==> config.mk <==
export PLATFORM = sky130hd
export DESIGN_NAME = idma_burst_sink
export DESIGN_NICKNAME = d
export VERILOG_FILES = /design/src/rtl/idma_burst_sink_pkg.sv /design/src/rtl/idma_burst_sink_fifo.sv /design/src/rtl/idma_burst_sink.sv
export SDC_FILE = /design/constraint.sdc
export NUM_CORES = 1
export LEC_CHECK = 0
export CAP_MARGIN = 0
export CORE_ASPECT_RATIO = 1.1
export CORE_MARGIN = 2
export CORE_UTILIZATION = 47
export CTS_BUF_LIST = sky130_fd_sc_hd__clkbuf_4
export CTS_CLUSTER_SIZE = 16
export DETAILED_ROUTE_END_ITERATION = 10
export PLACE_DENSITY = 0.78
export SLEW_MARGIN = 5
export SYNTH_ARGS = -nofsm -noshare
export SYNTH_HDL_FRONTEND = slang
export SYNTH_SLANG_ARGS = --single-unit
==> constraint.sdc <==
create_clock -name clk_i -period 2.9 [get_ports clk_i]
set_input_delay 0.435 -clock clk_i [delete_from_list [all_inputs] [get_ports clk_i]]
set_output_delay 0.435 -clock clk_i [all_outputs]
set_load 0.02 [all_outputs]
==> src/rtl/idma_burst_sink_pkg.sv <==
// Shared types and helpers for the burst sink: default request layout,
// FSM state encoding and the beat-count calculation.
package idma_burst_sink_pkg;

  localparam int unsigned PkgAddrWidth = 64;
  localparam int unsigned PkgLenWidth  = 32;

  typedef struct packed {
    logic [PkgAddrWidth-1:0] src_addr;
    logic [PkgAddrWidth-1:0] dst_addr;
    logic [PkgLenWidth-1:0]  length;
  } burst_req_t;

  typedef enum logic [1:0] {
    ST_IDLE = 2'd0,
    ST_XFER = 2'd1,
    ST_DONE = 2'd2
  } state_e;

  // Beats needed to retire len bytes at 2**log2_bpc bytes per cycle.
  // Evaluated in 64 bits so the rounding add cannot overflow for any
  // length field up to 62 bits. A zero-length request still costs one beat.
  function automatic logic [63:0] calc_beats(input logic [63:0] len,
                                             input int unsigned log2_bpc);
    logic [63:0] round_up;
    logic [63:0] beats;
    round_up = (64'd1 << log2_bpc) - 64'd1;
    beats    = (len + round_up) >> log2_bpc;
    if (beats == 64'd0) begin
      beats = 64'd1;
    end
    return beats;
  endfunction

endpackage

==> src/rtl/idma_burst_sink_fifo.sv <==
// Request buffer: wrap-around read/write pointers plus an occupancy
// counter. Pushes while full and pops while empty are ignored; a push and
// a pop in the same cycle leave the occupancy unchanged.
module idma_burst_sink_fifo #(
  parameter int unsigned Depth = 4,
  parameter type T = logic
) (
  input  logic i_clk,
  input  logic i_rst,
  input  logic i_push,
  input  T     i_data,
  input  logic i_pop,
  output T     o_data,
  output logic o_full,
  output logic o_empty
);

  localparam int unsigned PtrWidth = (Depth > 1) ? $clog2(Depth) : 1;
  localparam int unsigned CntWidth = $clog2(Depth + 1);

  T                    r_mem [Depth];
  logic [PtrWidth-1:0] r_wr_ptr;
  logic [PtrWidth-1:0] r_rd_ptr;
  logic [CntWidth-1:0] r_count;
  logic                w_push;
  logic                w_pop;

  function automatic logic [PtrWidth-1:0] next_ptr(input logic [PtrWidth-1:0] ptr);
    if (ptr == PtrWidth'(Depth - 1)) begin
      return '0;
    end
    return ptr + PtrWidth'(1);
  endfunction

  assign o_full  = (r_count == CntWidth'(Depth));
  assign o_empty = (r_count == '0);
  assign w_push  = i_push && !o_full;
  assign w_pop   = i_pop && !o_empty;
  assign o_data  = r_mem[r_rd_ptr];

  // Storage is written only on an accepted push; contents need no reset.
  always_ff @(posedge i_clk) begin
    if (w_push) begin
      r_mem[r_wr_ptr] <= i_data;
    end
  end

  // Pointer and occupancy bookkeeping.
  always_ff @(posedge i_clk) begin
    if (i_rst) begin
      r_wr_ptr <= '0;
      r_rd_ptr <= '0;
      r_count  <= '0;
    end else begin
      if (w_push) begin
        r_wr_ptr <= next_ptr(r_wr_ptr);
      end
      if (w_pop) begin
        r_rd_ptr <= next_ptr(r_rd_ptr);
      end
      case ({w_push, w_pop})
        2'b10:   r_count <= r_count + CntWidth'(1);
        2'b01:   r_count <= r_count - CntWidth'(1);
        default: r_count <= r_count;
      endcase
    end
  end

endmodule

==> src/rtl/idma_burst_sink.sv <==
// Stand-in for the iDMA backend: buffers burst requests, spends
// ceil(length / BytesPerCycle) active cycles on each, then pulses
// tx_complete_o for one cycle and counts the completion.
//
// Handshake: a request transfers on a rising clk edge where burst_valid_i
// and burst_ready_o are both high. burst_ready_o depends only on reset and
// FIFO fullness, never on burst_valid_i, and a same-cycle pop does not
// open a full FIFO.
module idma_burst_sink #(
  parameter int unsigned BytesPerCycle = 8,
  parameter int unsigned LenWidth      = 32,
  parameter int unsigned FifoDepth     = 4,
  parameter type burst_req_t = idma_burst_sink_pkg::burst_req_t
) (
  input  logic                        clk_i,
  input  logic                        rst_i,
  input  burst_req_t                  burst_req_i,
  input  logic                        burst_valid_i,
  output logic                        burst_ready_o,
  input  logic                        stall_i,
  output logic                        tx_complete_o,
  output logic                        idle_o,
  output logic [31:0]                 completed_cnt_o,
  output idma_burst_sink_pkg::state_e dbg_state_o
);

  import idma_burst_sink_pkg::*;

  if (BytesPerCycle == 0 || (BytesPerCycle & (BytesPerCycle - 1)) != 0) begin : g_bad_bpc
    $error("BytesPerCycle must be a power of two and at least 1");
  end
  if (FifoDepth == 0) begin : g_bad_depth
    $error("FifoDepth must be at least 1");
  end
  if (LenWidth == 0 || LenWidth > 62) begin : g_bad_len
    $error("LenWidth must be between 1 and 62");
  end

  localparam int unsigned Log2Bpc  = $clog2(BytesPerCycle);
  localparam int unsigned CntWidth = LenWidth + 1;

  state_e              r_state;
  state_e              w_state_next;
  logic [CntWidth-1:0] r_cnt;
  logic [CntWidth-1:0] w_beats;
  logic [31:0]         r_completed;
  logic                w_push;
  logic                w_pop;
  logic                w_fifo_full;
  logic                w_fifo_empty;
  burst_req_t          w_head;

  assign burst_ready_o = !rst_i && !w_fifo_full;
  assign w_push        = burst_valid_i && burst_ready_o;

  idma_burst_sink_fifo #(
    .Depth (FifoDepth),
    .T     (burst_req_t)
  ) u_fifo (
    .i_clk   (clk_i),
    .i_rst   (rst_i),
    .i_push  (w_push),
    .i_data  (burst_req_i),
    .i_pop   (w_pop),
    .o_data  (w_head),
    .o_full  (w_fifo_full),
    .o_empty (w_fifo_empty)
  );

  // Beat count of the request at the FIFO head, loaded on every pop.
  assign w_beats = CntWidth'(calc_beats(64'(w_head.length), Log2Bpc));

  // Next-state and pop decision; stall only matters while transferring.
  always_comb begin
    w_state_next = r_state;
    w_pop        = 1'b0;
    case (r_state)
      ST_IDLE: begin
        if (!w_fifo_empty) begin
          w_pop        = 1'b1;
          w_state_next = ST_XFER;
        end
      end
      ST_XFER: begin
        if (!stall_i && r_cnt == CntWidth'(1)) begin
          w_state_next = ST_DONE;
        end
      end
      ST_DONE: begin
        if (!w_fifo_empty) begin
          w_pop        = 1'b1;
          w_state_next = ST_XFER;
        end else begin
          w_state_next = ST_IDLE;
        end
      end
      default: w_state_next = ST_IDLE;
    endcase
  end

  // State register.
  always_ff @(posedge clk_i) begin
    if (rst_i) begin
      r_state <= ST_IDLE;
    end else begin
      r_state <= w_state_next;
    end
  end

  // Remaining beats of the request in flight; frozen while stalled.
  always_ff @(posedge clk_i) begin
    if (rst_i) begin
      r_cnt <= '0;
    end else if (w_pop) begin
      r_cnt <= w_beats;
    end else if (r_state == ST_XFER && !stall_i) begin
      r_cnt <= r_cnt - CntWidth'(1);
    end
  end

  // DONE lasts exactly one cycle, so count on every DONE cycle.
  always_ff @(posedge clk_i) begin
    if (rst_i) begin
      r_completed <= '0;
    end else if (r_state == ST_DONE) begin
      r_completed <= r_completed + 32'd1;
    end
  end

  assign tx_complete_o   = (r_state == ST_DONE);
  assign idle_o          = (r_state == ST_IDLE) && w_fifo_empty;
  assign completed_cnt_o = r_completed;
  assign dbg_state_o     = r_state;

endmodule

[After elaboration in Yosys (flattened, before gate mapping)]
Memory sizes are Yosys's and may differ from the RTL's. A register that Yosys moved wholly into a read port is not among the register bits.
Index checks and enable logic that the tools add are counted.
Word-level totals
  flip-flop bits (word level): 74
  RAM bits: 640
  input bits: 164
  output and inout port bits: 37
  logic and storage cells: 66
  memories kept: 1
Memory list
  u_fifo.r_mem: words 4, bits a word 160, rd ports 1, clocked after memory_dff 1, wr ports 1, line idma_burst_sink_fifo.sv:21  | T r_mem [Depth];
Cells by class
  $add $sub $neg: 7
  equality and inequality tests: 10
  mux-type cells: 24
  reduce and logical (&&, ||, !) cells: 18
Operators by type and width (number)
  33-bit 2-to-1 mux: 2
  64-bit logical NOT: 1
  32-bit by 3-bit adder with 33-bit output (second input constant): 1
  33-bit by 1-bit equality test with 1-bit output (second input constant): 1
  33-bit by 1-bit subtractor with 33-bit output (second input constant): 1
  32-bit by 1-bit adder with 32-bit output (second input constant): 1
  30-bit 2-to-1 mux: 1
  2-bit 2-to-1 mux: 8
  1-bit 2-to-1 mux: 11
  2-bit equality test (second input constant): 4
  1-bit logical AND: 7
  2-bit one-hot mux with 3 select lines: 1
  3-bit one-hot mux with 2 select lines: 1
  2-bit by 1-bit adder with 2-bit output (second input constant): 2
  2-bit by 1-bit equality test with 1-bit output (second input constant): 2
  1-bit logical NOT: 4
  2-bit inequality test (second input constant): 2
  2-bit nonzero test: 2
  3-bit by 1-bit adder with 3-bit output (second input constant): 1
  3-bit equality test (second input constant): 1
  3-bit logical NOT: 1
  3-bit by 1-bit subtractor with 3-bit output (second input constant): 1
  2-bit logical NOT: 1
  2-bit AND reduction: 1
  2-bit OR reduction: 1

[Depth between registers and ports, before layout]
Gate-level depths: netlist of the first run.
  word-level depth: 9
  gate-level depth with buffers: 13
  depth with buffers taken out: 10

[Cells and area by module]
From an unflattened synthesis of the first run, not the netlist that was laid out.
Unflattened totals
  cells, all modules: 1386
  area total of the unflattened synthesis: 27632.8 um2
By module, submodules not included
  idma_burst_sink_fifo: times used 1, cells an instance 890, area each 23550.1 um2, sequential area each 19398.6 um2
  idma_burst_sink: times used 1, cells an instance 496, area each 4082.7 um2, sequential area each 1341.3 um2

[Worst setup path before layout of the first run]
Ideal clock, no wire load.
  path type: reg2reg
  from: register with a tool-made name
  to: register r_cnt[0]
  setup time: 0.086 ns
  arrival: 2.804 ns
  data required time: 2.814 ns
  path slack: 0.010 ns
  stages on the path, launching flop included: 13
  path buffers: 3
  clock period less this slack: 2.890 ns
  cells stage by stage: dfxtp_1 -> buf_6 -> buf_8 -> buf_8 -> mux4_2 -> nand2_1 -> o21bai_4 -> nor3_4 -> xor2_1 -> or4_1 -> nor4_1 -> nand3_1 -> a221oi_2
RTL lines
  end signal: assignment: line idma_burst_sink.sv:115  | r_cnt <= w_beats;
  end signal: assignment: line idma_burst_sink.sv:117  | r_cnt <= r_cnt - CntWidth'(1);
  end: declaration: line idma_burst_sink.sv:44  | logic [CntWidth-1:0] r_cnt;

==> results of run 1 <==
## cell usage in the layout (no fill, tap or decap), types with 8 or more instances in the layout
master,count
edfxtp_1,128
buf_4,106
nor2_1,93
clkbuf_4,76
dfxtp_1,75
clkdlybuf4s50_1,71
xor2_1,45
xnor2_1,40
nand2_1,38
a211oi_1,24
mux4_2,19
nand3_1,17
nor3_1,16
nand4_1,16
inv_1,14
a21oi_1,12
or3_1,11
nor4_1,11
clkinv_1,11
and3_1,10
o21ai_0,10
ha_1,9
mux4_1,8
## area by class of cell
class / count / area [um2] / share of cell area, %
clock buffer: 76 / 571 / 4.88
sequential: 204 / 5370 / 45.9
timing repair buffer: 183 / 1580 / 13.5
clock inverter: 17 / 95.1 / 0.813
inverter: 16 / 60.1 / 0.514
multi-input combinational: 473 / 3710 / 31.7
tap: 247 / 309 / 2.64
## logic make-up after synthesis
kind of cell    share of synthesized area (%)
simple gates                             16.4
xor+xnor                                 8.23
fa+ha+maj                                1.45
compound gates                           4.92
mux                                      8.19
buf+inv                                  2.20
flops                                    58.6
## state kept, by name, summed over array words and instances (netlist names), named ones only
signal           count
completed_cnt_o     32
u_fifo.r_rd_ptr      2
r_cnt               33
u_fifo.r_mem       128
dbg_state_o          2
u_fifo.r_count       3
u_fifo.r_wr_ptr      2
## where the power goes
part	total, uW	switching, uW	leakage, uW	internal (uW)
logic	3160	1620	0.00196	1540
registers	3670	246	0.00178	3420
clock network	2410	1110	0.000401	1290
## critical path, cell delays in order, from the launching register on
cell and delay (ns):
dfxtp_4 0.41, buf_8 0.14, buf_4 0.11, mux4_2 0.53, nor4_1 0.32, and3_1 0.22, nor2b_1 0.06, or4_1 0.49
nor4_2 0.28, nand3_1 0.16, a221oi_2 0.23
## how the worst max path moves through the flow
| stage | from | to | slack, ns | cells after the start |
|---|---|---|---|---|
| after CTS | flop | r_cnt[0] | -0.14 | 9 |
| after global placement | flop | r_cnt[0] | -0.23 | 9 |
| final | flop | r_cnt[0] | -0.13 | 10 |
| after detailed placement | flop | r_cnt[0] | -0.25 | 9 |
| after floorplan | flop | r_cnt[0] | 0.01 | 12 |
| after global routing | flop | r_cnt[0] | -0.24 | 10 |
## routing by layer
layer	part of all wire, %	vias up	global-route usage (%)
li1	-	3144	-
met1	43	3012	20.9
met2	51	131	30.2
met3	4.3	24	3.94
met4	1.5	0	5.77
met5	0	-	0
## what timing repair did
action | CTS | global route
cloned | 0 | 0
resized for setup | 5 | 37
endpoints found under the setup margin | 5 | 14
pin swaps | 0 | 17
setup buffers | 0 | 9
## metrics by stage
| step | TNS (ns) | area, um2 | utilization [%] |
|---|---|---|---|
| after floorplan | 0 | 9150 | - |
| after CTS | -0.168 | 11500 | 60.2 |
| after global placement | -0.229 | 10800 | 56.6 |
| after detailed placement | -0.265 | 10800 | 56.6 |
| final | -0.207 | 11700 | 61.2 |
| after global routing | -1.26 | 11700 | 61.2 |
==> out/metrics.yaml, run 1 <==
critical_path:
  crit_required_ns: 3.44
  worstPathMaxFanout: 6
  cp-end-kind: "flop"
  r2r-end: "r_cnt[0]"
  ff2ff_path_depth: 10
  regToRegSetupSlack_ns: -0.13
  path_class: "flop to flop"
  start_kind: "flop"
  arrival_ns: 3.57
detailed_routing:
  via_per_inst: 5.19
  route.antenna.remaining_nets: 0
  drt_iter0_drc: 249
  firstDrtPassIters: 4
  vias: 6311
  avgRoutedWirePerCell_um: 14.8
  wirelength_um: 18000
  drc: 0
synthesis:
  synth_common_cells: "edfxtp_1, nor2_1, dfxtp_1"
  syn-num-nets: 891
  ys_seq_elements: 204
  synth_flop_cell: "edfxtp_1"
  netlist.area_leader.share_pct: 42.0
  synth_edf_count: 128
  syn_avg_cell_area_um2: 12.8
  synth_seq_area_share_pct: 58.6
  async_flop_share_pct: 0
  netlist_area_um2: 9150
  yosys.area.top_type: "edfxtp_1"
  synth_cell_types: 59
  syn-instance-count: 717
  synth.most_common_cell: "edfxtp_1"
  yosysWarnings: 0
  ys_top_cells_by_area: "edfxtp_1, dfxtp_1, xor2_1"
layout:
  drive_above_1_share_pct: 27.0
  diodes: 0
  final_cells: 1216
  fillers: 1530
  nets: 1104
  area_growth_pct: 27.8
global_routing:
  grt_max_degree: 75
  grt_usage_pct: 17.2
  grt.overflow.total: 0
  grt_pass1_wl_um: 28400
  grt_pass1_vias: 6261
  antenna_found_initial: 0
floorplan:
  dieHeight_um: 150
  rows: 53
  dieArea_um2: 20600
  die_w_um: 137
  core_area_um2: 19100
  ios: 201
  initial_core_util_pct: 47.9
worst_hold_path:
  holdPathStages: 5
  hp-start: "rst_i"
  hold_class: "input port to flop"
  whs_endpoint: "u_fifo.r_wr_ptr[1]"
placement:
  dpl.hpwl_um: 11700
  port-buffer-count: 72
  pre_cts_ws_ns: -0.247
  dpl.cell_count: 1114
  place_congestion: 0.902
run_status:
  violations: "negative setup slack"
  status: "finished, violations left"
clock_network:
  cts_tree: "yes"
  numClockSinks: 204
  clkSlewWorstSetupHoldPaths_ns: 0.07
  root_buffer: "clkbuf_4"
  h-tree-depth: 2
  cts_buffers: 52
  cts-hold-fix-buffers: 0
  clockBufferDepth: 3
  clock_latency_ns: 0.64
timing:
  finalClockSkew_ns: 0.0372
  finalCritPeriodShare_pct: 105
  fmax_ghz: 0.330
  holdWs_ns: 0.361
  worst_slack_ns: -0.131
  slew_violations: 0
  worstMarginPinSlew_ns: 0.789
  setup_viol: 2
  hold_viol: 0
  min_period_ns: 3.03
  slew_headroom_pct: 47.4
  rsz0062_at_grt: "true"
power_and_ir_drop:
  p_leak_uw: 0.00415
  peakVddDrop_v: 0.000511
  p_per_area_nw_per_um2: 790
  power_uw: 9230
run:
  drv_cap: 0
Note: power is estimated with default switching activity, not from simulation.
==> inputs of run 2 (changes only) <==
CORE_UTILIZATION = 56   (was 47)
PLACE_DENSITY = 0.8   (was 0.78)
RECOVER_POWER = 100   (was default)
SYNTH_HIERARCHICAL = 1   (was default)
==> run 2 against run 1 <==
The run now ends clean. Clock power fell by 2%. Synthesized area rose by 0.34%. Die area fell by 15%. Power fell by 13%. Core utilization rose by 7.2 points. Worst hold slack improved by 0.065 ns. Combinational power fell by 35%. Sequential power fell by 2%. Maximum frequency rose by 7.9%. Global-route usage rose by 4.9 points. Critical endpoint is now u_fifo/r_count[2]. Largest cell class unchanged.
==> out/metrics.yaml, run 2 <==
run_status:
  status: "complete, no violations"
critical_path:
  rr_startpoint: "u_fifo/r_count[2]"
  cp-end-kind: "flop"
  path_class: "flop to flop"
  crit_start: "u_fifo/r_count[2]"
  worstPathMaxFanout: 9  # +3
  endpoint: "u_fifo/r_count[2]"
  start_kind: "flop"
  crit_required_ns: 3.46  # +0.02 ns
  r2r-end: "u_fifo/r_count[2]"
  regToRegSetupSlack_ns: 0.09  # +0.22 ns
  ff2ff_path_depth: 12  # +2
  arrival_ns: 3.36  # -0.21 ns
floorplan:
  core_area_um2: 16200  # -15%
  initial_core_util_pct: 56.7  # +8.8 points
  dieArea_um2: 17400  # -15%
  dieHeight_um: 138  # -8.0%
  die_w_um: 126  # -8.0%
  rows: 49  # -7.5%
  ios: 201  # unchanged
layout:
  regMostFlops: "u_fifo/r_mem"
  area_growth_pct: 20.6
  drive_above_1_share_pct: 20.3  # -6.7 points
  fillers: 1175  # -23%
  final_common_cell: "edfxtp_1"
  layout_common_cells: "edfxtp_1, clkbuf_4, dfxtp_1"
  nets: 1034  # -6.3%
  largest_register_ffs: 128  # unchanged
  finalCoreUtilization_pct: 68.4  # +7.2 points
  final_cells: 1102  # -9.4%
  final_area_um2: 11100  # -5.3%
detailed_routing:
  drt_iter0_drc: 431  # +73%
  route.antenna.remaining_nets: 0  # unchanged
  drc: 0  # unchanged
  avgRoutedWirePerCell_um: 17.4  # +17%
  vias: 6383  # +1.1%
  wirelength_um: 19100  # +6.1%
  firstDrtPassIters: 4  # unchanged
  via_per_inst: 5.79  # +12%
clock_network:
  clockBufferDepth: 3  # unchanged
  cts-hold-fix-buffers: 0  # unchanged
  cts_tree: "yes"
  root_buffer: "clkbuf_4"
  h-tree-depth: 2  # unchanged
  cts_buffers: 50  # -3.8%
  numClockSinks: 204  # unchanged
  clock_latency_ns: 0.64  # about the same
  clkSlewWorstSetupHoldPaths_ns: 0.06  # about the same
global_routing:
  antenna_found_initial: 1  # +1
  grt_pass1_vias: 6493  # +3.7%
  grt_pass1_wl_um: 31500  # +11%
  grt_usage_pct: 22.1  # +4.9 points
  grt_max_degree: 62  # -17%
  grt.overflow.total: 0  # unchanged
timing:
  finalCritPeriodShare_pct: 96.9  # -7.6 points
  slew_violations: 0  # unchanged
  hold_viol: 0  # unchanged
  slew_headroom_pct: 35.5  # -12 points
  finalClockSkew_ns: 0.0245  # -0.0126 ns
  worstMarginPinSlew_ns: 0.968  # +0.178 ns
  fmax_ghz: 0.356  # +7.9%
  min_period_ns: 2.81  # -0.222 ns
  rsz0062_at_grt: "true"
  setup_viol: 0  # -2
worst_hold_path:
  holdPathStages: 3  # -2
  hold_class: "input port to flop"
synthesis:
  yosysWarnings: 6  # +6
  syn-instance-count: 720  # +0.42%
  syn_avg_cell_area_um2: 12.8  # about the same
  netlist_area_um2: 9180  # +0.34%
  syn-num-nets: 894  # +0.34%
power_and_ir_drop:
  p_leak_uw: 0.00384  # -7.4%
  peakVddDrop_v: 0.000482  # -5.7%
  p_per_area_nw_per_um2: 724  # -8.3%
placement:
  placement.cell_area_um2: 10400  # -3.6%
  dpl.cell_count: 1012  # -9.2%
  place_congestion: 0.869  # -3.6%
  port-buffer-count: 72  # unchanged
  dpl.hpwl_um: 13000  # +11%
run:
  drv_cap: 0  # unchanged
run 2: changes by cell type in the layout (fill, tap and decap cells not counted), sizes merged, moves of 7 or more:
cell and delta:
o22ai +13, dlygate4sd3 +66, buf -71, a211oi -10, nand4 +7, nand2 -7, nor2 -30, clkdlybuf4s50 -66
clkbuf +8
run 2: metrics by stage:
stage          total power (uW)  setup TNS (ns)  setup WS, ns  hold WS (ns)
2_1_floorplan              5070               0         0.107         0.463
3_3_place_gp               5600               0        0.0165         0.470
3_5_place_dp               5690               0        0.0132         0.494
4_1_cts                    8100               0        0.0720         0.323
5_1_grt                    8470          -0.136       -0.0937         0.416
6_report                   8020               0        0.0911         0.426
run 2: area by class of cell:
class	count	area, um2	share of cell area, %
clock buffers	76	571	5.15
flip-flops and latches	204	5370	48.5
diodes	1	2.50	0.0226
multi-input cells	468	3640	32.9
clock inverters	13	85.1	0.768
repair buffers	120	1090	9.83
inverters	16	60.1	0.542
well taps	204	255	2.31
run 2: worst max-delay path, stage by stage, from the launching register on:
cell     delay (ns)
dfxtp_1        0.39
or3b_4         0.46
inv_1          0.07
nor2_1         0.05
and2_0         0.26
and2_4         0.20
inv_1          0.05
ha_1           0.17
inv_1          0.07
fa_1           0.39
xor2_1         0.16
or3_1          0.33
a21oi_1        0.15
run 2: worst min-delay path by stage:
stage | from | endpoint | slack (ns)
floorplan | u_fifo/r_rd_ptr[0] | flop | 0.46
global placement | u_fifo/r_rd_ptr[0] | flop | 0.47
detailed placement | r_cnt[13] | r_cnt[13] | 0.49
CTS | rst_i | u_fifo/r_wr_ptr[1] | 0.32
global route | rst_i | completed_cnt_o[3] | 0.42
finish | rst_i | completed_cnt_o[31] | 0.43
run 2: routing by layer:
metal | vias up | wire length, um | part of all wire (%) | global-route usage [%]
met5 | - | 0 | 0 | 0
met4 | 0 | 243 | 1.3 | 7.11
met3 | 18 | 1060 | 5.5 | 5.80
met2 | 187 | 9780 | 51 | 37.9
met1 | 3118 | 8050 | 42 | 27.5
li1 | 3060 | - | - | -
run 2: repair_timing:
item,in CTS,in global routing
gates resized for setup,1,5
endpoints found under the hold margin,0,0
buffers inserted,0,0
setup endpoints to repair,1,2
run 2: report_power, final:
part	switching [uW]	leakage, uW	total (uW)	internal [uW]
clock network	1080	0.000389	2370	1290
logic	1120	0.00167	2060	935
registers	250	0.00178	3590	3340
total	2460	0.00384	8020	5560
